$ cat config.mk
export PLATFORM = sky130hd
export DESIGN_NAME = framebuffer_writer
export DESIGN_NICKNAME = d
export VERILOG_FILES = /design/src/rtl/fb_pkg.sv /design/src/rtl/framebuffer_writer_fifo.sv /design/src/rtl/framebuffer_writer.sv
export SDC_FILE = /design/constraint.sdc
export NUM_CORES = 1
export LEC_CHECK = 0
export ABC_AREA = 1
export CAP_MARGIN = 15
export CORE_MARGIN = 2
export CORE_UTILIZATION = 51
export CTS_CLUSTER_DIAMETER = 40
export DETAILED_ROUTE_END_ITERATION = 10
export GPL_ROUTABILITY_DRIVEN = 0
export PLACE_DENSITY_LB_ADDON = 0.2
export SYNTH_ARGS = -nofsm -noshare
export SYNTH_HDL_FRONTEND = slang
export SYNTH_SLANG_ARGS = --single-unit
$ cat constraint.sdc
create_clock -name clock -period 2.7 [get_ports clock]
set_clock_uncertainty 0.15 [all_clocks]
set_input_delay 0.405 -clock clock [delete_from_list [all_inputs] [get_ports clock]]
set_output_delay 0.405 -clock clock [all_outputs]
set_load 0.01 [all_outputs]
$ cat src/rtl/fb_pkg.sv
// Shared framebuffer geometry and the linear address helper, also used by the
// VGA scan-out address generator.
package fb_pkg;
  localparam int SCREEN_W  = 320;
  localparam int SCREEN_H  = 240;
  localparam int FB_ADDR_W = 17;
  localparam int COLOR_W   = 3;
  localparam int X_W       = 9;
  localparam int Y_W       = 8;
  localparam int PIX_W     = FB_ADDR_W + COLOR_W;

  // y*320 + x built from two shifts so no multiplier is inferred.
  function automatic logic [FB_ADDR_W-1:0] fb_addr(input logic [X_W-1:0] px,
                                                   input logic [Y_W-1:0] py);
    logic [FB_ADDR_W-1:0] yw;
    logic [FB_ADDR_W-1:0] xw;
    yw = {{(FB_ADDR_W-Y_W){1'b0}}, py};
    xw = {{(FB_ADDR_W-X_W){1'b0}}, px};
    return (yw << 8) + (yw << 6) + xw;
  endfunction
endpackage

$ cat src/rtl/framebuffer_writer_fifo.sv
// Small pixel FIFO; a push into a full FIFO is legal when a pop happens in the
// same cycle. Occupancy is tracked separately from the wrapping pointers.
module pixel_fifo #(
  parameter int DEPTH = 4,
  parameter int WIDTH = 20
) (
  input  logic             clock,
  input  logic             reset,
  input  logic             push,
  input  logic             pop,
  input  logic [WIDTH-1:0] push_data,
  output logic             full,
  output logic             empty,
  output logic [WIDTH-1:0] head
);
  localparam int PTR_W = $clog2(DEPTH);
  localparam logic [PTR_W-1:0] PTR_ONE  = PTR_W'(1);
  localparam logic [PTR_W:0]   CNT_ONE  = (PTR_W+1)'(1);
  localparam logic [PTR_W:0]   CNT_FULL = (PTR_W+1)'(DEPTH);

  logic [WIDTH-1:0] mem [DEPTH];
  logic [PTR_W-1:0] wr_ptr;
  logic [PTR_W-1:0] rd_ptr;
  logic [PTR_W:0]   count;

  // Storage is cleared on reset so the write port reads zero afterwards.
  always_ff @(posedge clock) begin
    if (reset) begin
      wr_ptr <= '0;
      rd_ptr <= '0;
      count  <= '0;
      for (int i = 0; i < DEPTH; i++) mem[i] <= '0;
    end else begin
      if (push) begin
        mem[wr_ptr] <= push_data;
        wr_ptr      <= wr_ptr + PTR_ONE;
      end
      if (pop) rd_ptr <= rd_ptr + PTR_ONE;
      case ({push, pop})
        2'b10:   count <= count + CNT_ONE;
        2'b01:   count <= count - CNT_ONE;
        default: count <= count;
      endcase
    end
  end

  assign full  = (count == CNT_FULL);
  assign empty = (count == '0);
  assign head  = mem[rd_ptr];
endmodule

$ cat src/rtl/framebuffer_writer.sv
// Plot-strobe sink: registers the pixel, range-checks it, converts to a linear
// address and queues it for the framebuffer write port with back-pressure.
module framebuffer_writer
  import fb_pkg::*;
#(
  parameter int DEPTH    = 4,
  parameter int SCREEN_W = 320,
  parameter int SCREEN_H = 240
) (
  input  logic                 clock,
  input  logic                 reset,
  input  logic                 plot,
  input  logic [X_W-1:0]       x,
  input  logic [Y_W-1:0]       y,
  input  logic [COLOR_W-1:0]   color,
  output logic                 busy,
  output logic                 idle,
  output logic                 mem_we,
  output logic [FB_ADDR_W-1:0] mem_addr,
  output logic [COLOR_W-1:0]   mem_data,
  input  logic                 mem_ready,
  output logic [7:0]           dropped_count
);
  localparam logic [X_W-1:0] X_LIM = X_W'(SCREEN_W);
  localparam logic [Y_W-1:0] Y_LIM = Y_W'(SCREEN_H);

  logic                 vld_p1;
  logic [X_W-1:0]       x_p1;
  logic [Y_W-1:0]       y_p1;
  logic [COLOR_W-1:0]   color_p1;
  logic [FB_ADDR_W-1:0] addr_p1;
  logic                 in_range;
  logic                 push;
  logic                 pop;
  logic                 drop;
  logic                 full;
  logic                 empty;
  logic [PIX_W-1:0]     head;

  // Stage 1: input register; data captured every cycle, only valid is reset
  always_ff @(posedge clock) begin
    if (reset) vld_p1 <= 1'b0;
    else       vld_p1 <= plot;
  end

  always_ff @(posedge clock) begin
    x_p1     <= x;
    y_p1     <= y;
    color_p1 <= color;
  end

  assign in_range = (x_p1 < X_LIM) && (y_p1 < Y_LIM);
  assign addr_p1  = fb_addr(x_p1, y_p1);
  assign pop      = mem_we && mem_ready;
  assign push     = vld_p1 && in_range && (!full || pop);
  assign drop     = vld_p1 && (!in_range || (full && !pop));

  // Stage 2: FIFO feeding the framebuffer write port
  pixel_fifo #(.DEPTH(DEPTH), .WIDTH(PIX_W)) u_fifo (
    .clock     (clock),
    .reset     (reset),
    .push      (push),
    .pop       (pop),
    .push_data ({addr_p1, color_p1}),
    .full      (full),
    .empty     (empty),
    .head      (head)
  );

  always_ff @(posedge clock) begin
    if (reset)                              dropped_count <= '0;
    else if (drop && dropped_count != 8'hFF) dropped_count <= dropped_count + 8'd1;
  end

  assign mem_we   = !empty;
  assign mem_addr = head[PIX_W-1:COLOR_W];
  assign mem_data = head[COLOR_W-1:0];
  assign busy     = full;
  assign idle     = !vld_p1 && empty;
endmodule

==> flow_summary_export.csv <==
group,metric,value,unit
routing,drt-pass1-iter-count,4,
synth,netlist_instances,537,
synth,synth_edf_count,80,
floorplanning,initial_core_util,52.0,%
critical_path,critPathLaunchType,"flip-flop",
pwr,max-vdd-ir-drop,0.446,mV
clock_tree,cts_hold_buf,0,
floorplanning,core_area,10200,sq um
grt,grt_pass1_wl,18600,um
status,status,"completed",
routing,viasPerCell,5.09,
pwr,intPower,4.20,mW
timing,fin_crit_sh,96.9,%
critical_path,endpoint_kind,"output port",
synth,ys_types,32,
floorplanning,die_w,106,um
timing,slew_headroom,53.5,%
timing,setup-violations-final,0,
final_layout,drive_above_1_share,11.8,%
grt,grt_pass1_vias,3960,
final_layout,fillers,816,
place,dp_hpwl,6790,um
floorplanning,io_pins,55,
min_path,hp-class,"input port to flip-flop",
pwr,pwr-share-seq,36.4,%
timing,finalSetupTns,0,ns
timing,fmax,382,MHz
final_layout,mostFrequentLayoutCells,"116 x nor2_1, 80 x edfxtp_1, 58 x nand2_1",
min_path,worstHoldStart,"y[4]",
clock_tree,clkLatencyLatePin,0.52,ns
critical_path,crit_chain,"bufbuf_16, o21ai_0, o22ai_1, clkdlybuf4s50_1",
floorplanning,die_area,11300,sq um
routing,wl_per_cell,14.8,um
critical_path,cp_data_arrival_time,2.06,ns
synth,synth_area_per_cell,9.90,sq um
clock_tree,htree_levels,4,
routing,drc_errors,0,
grt,grt_usage,21.7,%
synth,async_flop_share,0,%
timing,drv_slew,0,
place,dp_slack,0.249,ns
synth,synth_flop_cell,"edfxtp_1",
synth,synth_fp_nets,580,
pwr,pwr-share-comb,23.8,%
clock_tree,cts.sinks,118,
timing,worst_slack,0.0847,ns
timing,rsz0062_at_grt,"no",
pwr,power.switching,1.57,mW
pwr,p_clk_share,39.9,%
critical_path,timing.rr.start,"x_p1[8]",
flow_run,cap_violations,0,
synth,netlist_area,5320,sq um
grt,grt_overflow,0,
routing,wl,11100,um
clock_tree,clockBufferDepth,2,
synth,synth_warnings,0,
final_layout,nNetsFinal,647,
final_layout,syn2layout_area_growth,27.1,%
clock_tree,path_clk_slew,0.06,ns
routing,vias,3835,
timing,hold_viol_final,0,
critical_path,critPathSlowestCell,"clkdlybuf4s50_1",
critical_path,critPathMaxStageDelay,0.55,ns
pwr,p_sw_share,27.2,%
floorplanning,die_h,106,um
final_layout,antennaDiodeCount,0,
synth,ys_seq_area_share,59.5,%
grt,antenna_found_initial,0,
floorplanning,num_rows,37,
pwr,p_per_area,855,nW/um^2
clock_tree,cts_setup_buffers,0,
final_layout,final_common_cell,"nor2_1",
synth,ys_ff_latch,118,
clock_tree,cts-root-buf,"clkbuf_8",
pwr,total_leakage_power,2.90,nW
routing,drt_iter0_markers,153,
critical_path,path_max_fanout,20,
timing,worst_pin_slew,0.694,ns
grt,grt_max_degree,41,
routing,ant_nets,0,
critical_path,crit_type,"flip-flop to output port",
critical_path,critPathRequiredTime,2.14,ns
clock_tree,cts_buffers,17,
timing,post-route-min-period,2.62,ns
place,portBuffers,54,
clock_tree,cts_tree,"built",
[path summary, 6_finish.rpt]
kind                       endpoint  slack [ns]  depth (start not counted)
hold reg to reg    u_fifo.rd_ptr[0]        0.33                          1
setup reg to reg  u_fifo.mem[2][18]        0.25                         11
setup / recovery        mem_addr[9]        0.08                          4
hold / removal              y_p1[4]        0.17                          1
[per-layer routing]
metal  GRT usage, %  up-vias  part of all wire [%]
met5              0        -                     0
met4           8.93        0                   1.4
met3           6.38       19                   6.3
met2           36.0      117                    50
met1           26.4     1772                    42
li1               -     1927                     -
[worst max-delay path: cells and delay by family, from the launching register on]
kind / cells / cell delay (ns)
DFF: 1 / 0.40
buffers and inverters: 2 / 0.88
AOI/OAI and AO/OA: 2 / 0.25
[power groups by stage]
stage / Sequential [mW] / Clock, mW / Combinational, mW
6_report: 2.10 / 2.30 / 1.37
5_1_grt: 2.11 / 2.40 / 1.51
4_1_cts: 2.10 / 2.33 / 1.35
3_5_place_dp: 2.13 / 0 / 1.29
3_3_place_gp: 2.13 / 0 / 1.27
2_1_floorplan: 2.12 / 0 / 0.712
[through the flow]
step	hold slack [ns]	utilization (%)	total power, mW	std cells	area, sq um
6_report	0.173	66.0	5.78	753	6760
5_1_grt	0.153	66.0	6.03	753	6760
4_1_cts	0.149	65.6	5.78	752	6720
3_5_place_dp	0.313	59.3	3.42	719	6070
3_3_place_gp	0.301	59.3	3.39	719	6070
2_1_floorplan	0.283	-	2.83	537	5320
[area by class of cell]
class                      instances  area [sq um]  area share [%]
clock inverter                    13           179            2.65
tap                              136           170            2.52
sequential                       118          3160            46.8
timing repair buffer              70           787            11.6
inverter                          63           241            3.57
multi-input combinational        334          1780            26.4
clock buffer                      19           432            6.39
[cells by family after synthesis]
logic type      share of synthesized area (%)
buf+inv                                  7.18
fa+ha+maj                                4.90
simple gates                             18.5
flops                                    59.5
compound gates                           8.76
xor+xnor                                 1.15
[synthesized netlist by cell type (4+ instances only)]
master	n	area, sq um
inv_1	58	218
nand2_4	8	90.1
ha_1	16	200
dfxtp_1	38	761
o21ai_0	47	235
nand4_1	7	43.8
edfxtp_1	80	2400
nand3_1	18	90.1
nor2_1	116	435
a21oi_1	17	85.1
buf_6	5	56.3
o22ai_1	20	125
xor2_1	5	43.8
nor2_2	4	25.0
clkbuf_1	13	48.8
nand2_1	58	218
[sequential cells by signal (all words and copies together) (netlist names), named ones only]
name / cells
u_fifo.mem: 80
x_p1: 9
dropped_count: 8
y_p1: 8
color_p1: 3
u_fifo.count: 3
u_fifo.rd_ptr: 2
u_fifo.wr_ptr: 2
vld_p1: 1
[what timing repair did]
item                                    in CTS  in global routing
gates resized for setup                      1                  5
gates cloned                                 1                  1
pin swaps                                    0                  1
endpoints found under the setup margin       1                  6
Note: power is estimated with default switching activity, not from simulation.
